File: src/rtl/id_reg_file_mp_pkg.sv
// Shared register-file definitions used by decode, writeback and the ID-stage register file.
package id_reg_file_mp_pkg;

    localparam int XLEN_DEF   = 32;
    localparam int NREGS_DEF  = 32;
    localparam int REG_ADDR_W = $clog2(NREGS_DEF);

    typedef enum logic {
        ST_INIT = 1'b0,
        ST_RUN  = 1'b1
    } rf_state_e;

endpackage

File: src/rtl/id_rf_bypass_mux.sv
// Per-read-port forwarding mux: picks the highest-index same-cycle write hitting the read address
// over the stored register value.
module id_rf_bypass_mux
    import id_reg_file_mp_pkg::*;
#(
    parameter int XLEN   = XLEN_DEF,
    parameter int AW     = REG_ADDR_W,
    parameter int NWR    = 2,
    parameter bit BYPASS = 1'b1
) (
    input  logic [AW-1:0]       rd_addr_i,
    input  logic [XLEN-1:0]     reg_val_i,
    input  logic [NWR-1:0]      wr_en_i,
    input  logic [NWR*AW-1:0]   wr_addr_i,
    input  logic [NWR*XLEN-1:0] wr_data_i,
    output logic [XLEN-1:0]     data_o,
    output logic                hit_o
);

    always_comb begin
        data_o = reg_val_i;
        hit_o  = 1'b0;
        // Ascending scan so the highest matching port overrides lower ones.
        for (int w = 0; w < NWR; w++) begin
            if (BYPASS && wr_en_i[w] && (wr_addr_i[w*AW +: AW] == rd_addr_i)) begin
                data_o = wr_data_i[w*XLEN +: XLEN];
                hit_o  = 1'b1;
            end
        end
    end

endmodule

File: src/rtl/id_reg_file_mp.sv
// ID-stage multi-port register file: async reads with optional write bypass, pending-write
// scoreboard, and a post-reset clear sweep. x0 always reads zero.
module id_reg_file_mp
    import id_reg_file_mp_pkg::*;
#(
    parameter int XLEN   = XLEN_DEF,
    parameter int NREGS  = NREGS_DEF,
    parameter int NRD    = 2,
    parameter int NWR    = 2,
    parameter int BYPASS = 1,
    localparam int AW    = $clog2(NREGS)
) (
    input  logic                clk,
    input  logic                rst,
    input  logic [NRD*AW-1:0]   rd_addr,
    output logic [NRD*XLEN-1:0] rd_data,
    output logic [NRD-1:0]      rd_busy,
    input  logic [NWR-1:0]      wr_en,
    input  logic [NWR*AW-1:0]   wr_addr,
    input  logic [NWR*XLEN-1:0] wr_data,
    input  logic                iss_en,
    input  logic [AW-1:0]       iss_addr,
    output logic                init_done
);

    rf_state_e        state_q, state_d;
    logic [AW-1:0]    ptr_q, ptr_d;
    logic             init_done_q, init_done_d;
    logic [NREGS-1:0] busy_q, busy_d;
    logic [XLEN-1:0]  regs_q [NREGS];

    logic             run;
    logic [NWR-1:0]   wr_act;

    // Writes only count in RUN and outside a reset cycle; the same mask drives bypass and scoreboard.
    assign run    = (state_q == ST_RUN);
    assign wr_act = (run && rst) ? wr_en : '0;

    always_ff @(posedge clk) begin
        if (!rst) begin
            state_q     <= ST_INIT;
            ptr_q       <= AW'(1);
            init_done_q <= 1'b0;
            busy_q      <= '0;
        end else begin
            state_q     <= state_d;
            ptr_q       <= ptr_d;
            init_done_q <= init_done_d;
            busy_q      <= busy_d;
        end
    end

    always_comb begin
        state_d     = state_q;
        ptr_d       = ptr_q;
        init_done_d = init_done_q;
        busy_d      = busy_q;
        case (state_q)
            ST_INIT: begin
                ptr_d = ptr_q + AW'(1);
                if (ptr_q == AW'(NREGS - 1)) begin
                    state_d     = ST_RUN;
                    init_done_d = 1'b1;
                end
            end
            ST_RUN: begin
                for (int w = 0; w < NWR; w++) begin
                    if (wr_act[w]) busy_d[wr_addr[w*AW +: AW]] = 1'b0;
                end
                // Issue applied after writes: the newly issued producer owns the register.
                if (iss_en) busy_d[iss_addr] = 1'b1;
                busy_d[0] = 1'b0;
            end
        endcase
    end

    // Data storage carries no reset; the INIT sweep clears it instead.
    always_ff @(posedge clk) begin
        if (rst) begin
            if (!run) begin
                regs_q[ptr_q] <= '0;
            end else begin
                for (int w = 0; w < NWR; w++) begin
                    if (wr_act[w] && (wr_addr[w*AW +: AW] != '0))
                        regs_q[wr_addr[w*AW +: AW]] <= wr_data[w*XLEN +: XLEN];
                end
            end
        end
    end

    for (genvar p = 0; p < NRD; p++) begin : g_rd
        logic [AW-1:0]   ra;
        logic [XLEN-1:0] mux_data;
        logic            hit;

        assign ra = rd_addr[p*AW +: AW];

        id_rf_bypass_mux #(
            .XLEN   (XLEN),
            .AW     (AW),
            .NWR    (NWR),
            .BYPASS (BYPASS != 0)
        ) u_mux (
            .rd_addr_i (ra),
            .reg_val_i (regs_q[ra]),
            .wr_en_i   (wr_act),
            .wr_addr_i (wr_addr),
            .wr_data_i (wr_data),
            .data_o    (mux_data),
            .hit_o     (hit)
        );

        assign rd_data[p*XLEN +: XLEN] = (run && (ra != '0)) ? mux_data : '0;
        assign rd_busy[p]              = run & busy_q[ra] & ~hit;
    end

    assign init_done = init_done_q;

endmodule
File: config.mk
export PLATFORM = sky130hd
export DESIGN_NAME = id_reg_file_mp
export DESIGN_NICKNAME = d
export VERILOG_FILES = /design/src/rtl/id_reg_file_mp_pkg.sv /design/src/rtl/id_rf_bypass_mux.sv /design/src/rtl/id_reg_file_mp.sv
export SDC_FILE = /design/constraint.sdc
export NUM_CORES = 2
export LEC_CHECK = 0
export BUFFER_PORTS_ARGS = -buffer_cell sky130_fd_sc_hd__buf_2
export CELL_PAD_IN_SITES_DETAIL_PLACEMENT = 1
export CELL_PAD_IN_SITES_GLOBAL_PLACEMENT = 2
export CORE_MARGIN = 2
export CORE_UTILIZATION = 40
export DETAILED_ROUTE_END_ITERATION = 7
export HOLD_SLACK_MARGIN = 0.15
export PLACE_DENSITY_LB_ADDON = 0.1
export REMOVE_ABC_BUFFERS = 1
export SLEW_MARGIN = 15
export SYNTH_ARGS = -nofsm -noshare
export SYNTH_HDL_FRONTEND = slang
export SYNTH_SLANG_ARGS = --single-unit
File: constraint.sdc
create_clock -name clk -period 3.53 [get_ports clk]
set_input_delay 0.5295 -clock clk [delete_from_list [all_inputs] [get_ports clk]]
set_output_delay 0.5295 -clock clk [all_outputs]
set_load 0.02 [all_outputs]
Word-level counts from Yosys, hierarchy flattened
Memories as Yosys holds them, arrays and structs flattened.
Cells that the tools add are included.
W data, S select, Z words.
{ "word_totals": {"ram_bits": 1024, "word_cells": 91, "mem_count": 1, "out_inout_bits": 67, "register_bits": 38, "input_bits": 94} }
{ "classes": {"magnitude_cmp": 8, "reduce_logical": 18, "bitwise": 12, "addsub": 1, "mux": 42, "n_eq_ne": 5} }
{ "mem_list": {"columns": ["memory", "depth", "word_bits", "read_ports", "rd_clocked_by_memory_dff", "write_ports", "line_no", "source"], "rows": [
  ["regs_q", 32, 32, 2, 0, 2, "id_reg_file_mp.sv:30", "logic [XLEN-1:0] regs_q [NREGS];"]
]} }
{ "ops": {"columns": ["operator", "count"], "rows": [
  ["$mux W32", 12],
  ["$and A32 B32 Y32", 2],
  ["$not A32 Y32", 2],
  ["$or A32 B32 Y32", 1],
  ["$reduce_or A32 Y1", 1],
  ["$lt A5 B6 Y1 const B", 5],
  ["$mux W1", 23],
  ["$eq A5 B5 Y1", 4],
  ["$reduce_bool A5 Y1", 4],
  ["$demux W1 S5", 3],
  ["$ge A5 B1 Y1 const B", 3],
  ["$logic_and A1 B1 Y1", 12],
  ["$bmux W1 S5", 2],
  ["$add A5 B1 Y5 const B", 1],
  ["$eq A5 B5 Y1 const B", 1],
  ["$mux W5", 1],
  ["$and A1 B1 Y1", 4],
  ["$not A1 Y1", 3],
  ["$mux W2", 1],
  ["$reduce_and A2 Y1", 1]
]} }

Depth between registers and ports, before layout
{ "depth": {"ltp_word": 13, "mapped_depth": 10, "ltp_nobuf": 6} }

Hierarchy
Synthesis repeated with hierarchy kept, for this count alone.
{ "hier_totals": {"hier_cells": 5290, "area_unflattened_um2": 61799.3} }
{ "by_module_without_submodules": {"columns": ["mod", "cells_per_inst", "n_inst", "seq_area_each_um2", "area_per_inst_um2"], "rows": [
  ["id_reg_file_mp", 4946, 1, 31510.2, 59767.3],
  ["id_rf_bypass_mux", 172, 2, 0.0, 1016.0]
]} }

Worst setup path before layout
OpenSTA, ideal clock, no wires.
{ "synth_path": {"kind": "input port to flip-flop", "startpoint": "input wr_addr[2]", "endpoint": "memory regs_q[17][0] (netlist name), enable pin", "setup_slack_ns": -0.173, "arrival_ns": 3.270, "setup_time_ns": 0.433, "stages": 6, "cell_sequence": "clkbuf_1 > or3_1 > o21ai_0 > a22o_1 > nand2_1 > o22ai_1"} }
{ "synth_rtl": {"columns": ["element", "line_no", "source"], "rows": [
  ["start, declared", "id_reg_file_mp.sv:19", "input logic [NWR*AW-1:0] wr_addr,"],
  ["end, declared", "id_reg_file_mp.sv:30", null]
]} }

Worst setup path in the final report
{ "layout_path": {"startpoint": "input rd_addr[2]", "endpoint": "output rd_data[26]"} }
{ "layout_between": {"elab_chain_len": 5, "elab_cells_between_ends": 10, "classes_between": "2 x eq/ne; 3 x mux; 4 x reduce/logical; 1 x memory"} }
{ "layout_lines": {"columns": ["element", "line_no", "source"], "rows": [
  ["start, declared", "id_reg_file_mp.sv:15", "input logic [NRD*AW-1:0] rd_addr,"],
  ["branches (longest 4 deep; another with $mem_v2 Z32 W32)", null, null],
  ["$mux W32 (*)", "id_reg_file_mp.sv:113", "assign rd_data[p*XLEN +: XLEN] = (run && (ra != '0)) ? mux_data : '0;"],
  ["end, declared", "id_reg_file_mp.sv:16", "output logic [NRD*XLEN-1:0] rd_data,"]
]} }
Mark *: on every way between the ends.

==> flow_summary_export.csv <==
group,metric,value,unit
run_status,outcome,"finished clean",
synth,synthFlopType,"edfxtp_1",
floorplan,io_pins,161,
floorplan,fp.dieH,394.9,um
grt,antenna_found_initial,4,
grt,grt_pass1_wl,373500,um
grt,grtUsageTotal,0.3419,
worst_hold_path,hold_class,"in -> reg",
critical_path,crit_slowest_cell,"mux4_2",
cts,clk_pin_slew,50,ps
critical_path,setup.worst_path.end_class,"output pin",
worst_hold_path,min-delay-start,"iss_addr[3]",
critical_path,reg2reg_slack,510,ps
route,via_per_inst,6.595,
pwr,peakVddDrop,0.4140,mV
timing,maxSlewViolCount,0,
floorplan,row_count,143,
synth,synth_area,61130,um^2
synth,synthArstFlopShare,0,
timing,grt_setup_unrepaired,"true",
route,wire_per_inst,37.66,um
timing,whs,243.3,ps
worst_hold_path,whs_endpoint,"busy_q[28]$_SDFFE_PN0P_",
route,via_count,46750,
grt,overflow,0,
place,place_congestion,0.8499,
critical_path,r2r_start,"run$_SDFF_PN0_",
grt,grt_max_degree,65,
critical_path,setup.worst_path.start_class,"primary input",
critical_path,r2r_cells,9,
route,drt-total-wl,266900,um
cts,clockBufferDepth,3,
timing,fmax,285.4,MHz
timing,slew_headroom,0.2096,
final_layout,nets,5056,
floorplan,dieWidth,394.9,um
pwr,leakagePower,23.49,nW
final_layout,synthToLayoutAreaGrowth,16.71,%
timing,tightest_slew,1186,ps
place,io_buffer_count,160,
floorplan,start_util,0.4024,
timing,period_share,0.9926,
floorplan,core_area,151900,um^2
critical_path,worstPathMaxFanout,40,
critical_path,worstSetupPathType,"in -> out",
critical_path,r2r-end,"regs_q[27][17]$_DFFE_PP_",
timing,setup_viol,0,
timing,fin_tns_setup,0,ps
cts,worst_skew_pair.late_latency,790,ps
synth,yosysUniqueCellTypes,51,
critical_path,path_cells,"buf_8 > buf_12 > buf_12 > buf_4 > mux4_2 > mux4_2 > a22oi_2 > nand2_1 > buf_4",
grt,grt_pass1_vias,46830,
synth,synth-seq-cells,1062,
worst_hold_path,min_path_cells,3,
cts,cts_buffers,132,
critical_path,cp_slowest_stage_delay,500,ps
synth,synth_cells,4955,
synth,synth_edf_count,1024,
timing,fin_crit,3504,ps
synth,ys_warn_count,0,
route,drc,0,
route,drt-initial-drc-count,5450,
pwr,powerDensity,407.7,nW/um^2
critical_path,worstPathArrival,2970,ps
critical_path,required,3000,ps
route,drt_pass1_iterations,6,
cts,cts_tree,"built",
timing,fin_skew,32.66,ps
job,cap_violations,0,
cts,htreeDepth,4,
final_layout,drive_above_1_share,0.2892,
synth,ys_seq_area_frac,0.5155,
synth,avgSynthCellArea,12.34,um^2
place,dp_hpwl,157100,um
route,drtAntennaViolNets,0,
cts,cts_root_buf,"clkbuf_16",
floorplan,die_area,156000,um^2
timing,hold_viol,0,
cts,clock_sinks,1062,
-- what timing repair did --
| action | 4_1_cts | 5_1_grt |
|---|---|---|
| hold buffers | 4 | 0 |
| buffers inserted | 12 | 6 |
| pin swaps | 17 | 19 |
| resized for setup | 62 | 39 |
| cloned | 1 | 0 |
| endpoints found under the hold margin | 8 | 0 |
| endpoints found under the setup margin | 63 | 54 |
-- layer usage --
metal  track usage  wire [um]  vias up
met3       0.05672      21070      533
met1        0.4665     107200    24970
met2        0.5418     125500     2331
li1              -          -    18920
met4        0.1483      13190        0
met5             0          0        -
-- registers in the layout, summed over array words and instances, names as in the netlist --
signal and cells:
regs_q 1024, busy_q 31, run 1, init_done 1, ptr_q 5
-- how the worst max path moves through the flow --
stage	depth (start not counted)	start	endpoint	slack [ps]
global placement	10	rst	rd_data[4]	-90
detailed placement	10	rst	rd_data[4]	-30
finish	9	rd_addr[2]	rd_data[26]	30
floorplan	6	wr_en[0]	rd_data[29]	-760
global route	5	regs_q[7][31]$_DFFE_PP_	rd_data[31]	-70
CTS	10	run$_SDFF_PN0_	rd_data[40]	-80
-- cells in the final DEF (no fill, tap or decap), drive strengths merged, types with 4 or more instances in the layout --
| master | synthesis | final |
|---|---|---|
| a21oi | 4 | 4 |
| a222oi | 8 | 8 |
| a22oi | 77 | 77 |
| a41oi | 4 | 4 |
| and3 | 5 | 5 |
| buf | 210 | 521 |
| bufinv | 0 | 5 |
| clkbuf | 444 | 168 |
| clkinv | 0 | 48 |
| dfxtp | 38 | 38 |
| dlygate4sd3 | 0 | 4 |
| edfxtp | 1024 | 1024 |
| inv | 36 | 43 |
| mux2 | 5 | 5 |
| mux2i | 8 | 8 |
| mux4 | 652 | 652 |
| nand2 | 1112 | 1112 |
| nand2b | 33 | 33 |
| nand3 | 45 | 45 |
| nand3b | 13 | 13 |
| nand4 | 6 | 6 |
| nor2 | 57 | 57 |
| nor2b | 5 | 5 |
| nor3 | 4 | 4 |
| nor4 | 6 | 6 |
| o211ai | 32 | 32 |
| o21ai | 1000 | 1000 |
| o22ai | 62 | 62 |
| or2 | 4 | 4 |
| or3 | 5 | 5 |
| or3b | 7 | 7 |
| xnor2 | 11 | 11 |
| xor2 | 12 | 12 |
-- kinds of logic (layout without fill, tap and decap cells) --
| group | Yosys count | in the layout | share of synthesized area |
|---|---|---|---|
| DFF | 1062 | 1062 | 0.5155 |
| buffers and inverters | 690 | 791 | 0.04656 |
| AOI/OAI and AO/OA | 1200 | 1200 | 0.1054 |
| xor gates and xnor gates | 23 | 23 | 0.003295 |
| muxes | 665 | 665 | 0.2424 |
| and+or+nand+nor | 1313 | 1313 | 0.08641 |
| other | 0 | 2 | 0 |
| adders and majority gates | 2 | 2 | 0.0004093 |
-- where the power goes --
group          internal, mW  switching [mW]  total, mW
Combinational         0.856            1.26       2.11
Clock                  7.49            5.69       13.2
Sequential             13.7          0.0528       13.8
Total                  22.1            7.00       29.1
-- worst max-delay path, delay by kind of cell --
kind	cells	cell delay (ps)
buffers and inverters	5	1070
multiplexers	2	860
AO/OA/AOI/OAI	1	260
AND/OR/NAND/NOR	1	130
-- area by class of cell --
type                       count  area (um^2)
clock inverter                62        476.7
sequential                  1062        31510
tap                         2030         2540
clock buffer                 168         3566
timing repair buffer         525         5393
multi-input combinational   3203        27710
antenna                        2        5.005
inverter                      36        135.1
fill                       15290        80560
-- Yosys cell counts, types with 10 or more instances --
library cell / number / share of area
buf_4: 17 / 0.0021
mux4_2: 652 / 0.24
nand3b_1: 13 / 0.0016
inv_1: 36 / 0.0022
nand3_1: 45 / 0.0037
clkbuf_2: 10 / 0.00082
nor2_1: 57 / 0.0035
clkbuf_1: 434 / 0.027
buf_1: 84 / 0.0052
o21ai_0: 998 / 0.082
nand2b_1: 33 / 0.0034
xor2_1: 12 / 0.0017
dfxtp_1: 38 / 0.012
buf_2: 102 / 0.0084
a22oi_1: 77 / 0.0095
edfxtp_1: 1024 / 0.50
nand2_1: 1112 / 0.068
xnor2_1: 11 / 0.0016
o22ai_1: 62 / 0.0063
o211ai_1: 32 / 0.0039
-- through the flow --
stage	setup WS, ps	area [um^2]	total power [mW]	utilization	instances
finish	26.07	71340	29.09	0.4697	7088
global route	-72.16	71340	29.78	0.4696	7086
CTS	-79.82	71190	29.24	0.4687	7082
floorplan	-759.3	58420	14.79	-	4301
detailed placement	-32.57	66670	16.14	0.4389	6835
global placement	-94.19	66670	16.13	0.4389	6835
Power figures use the tool's default switching activity.
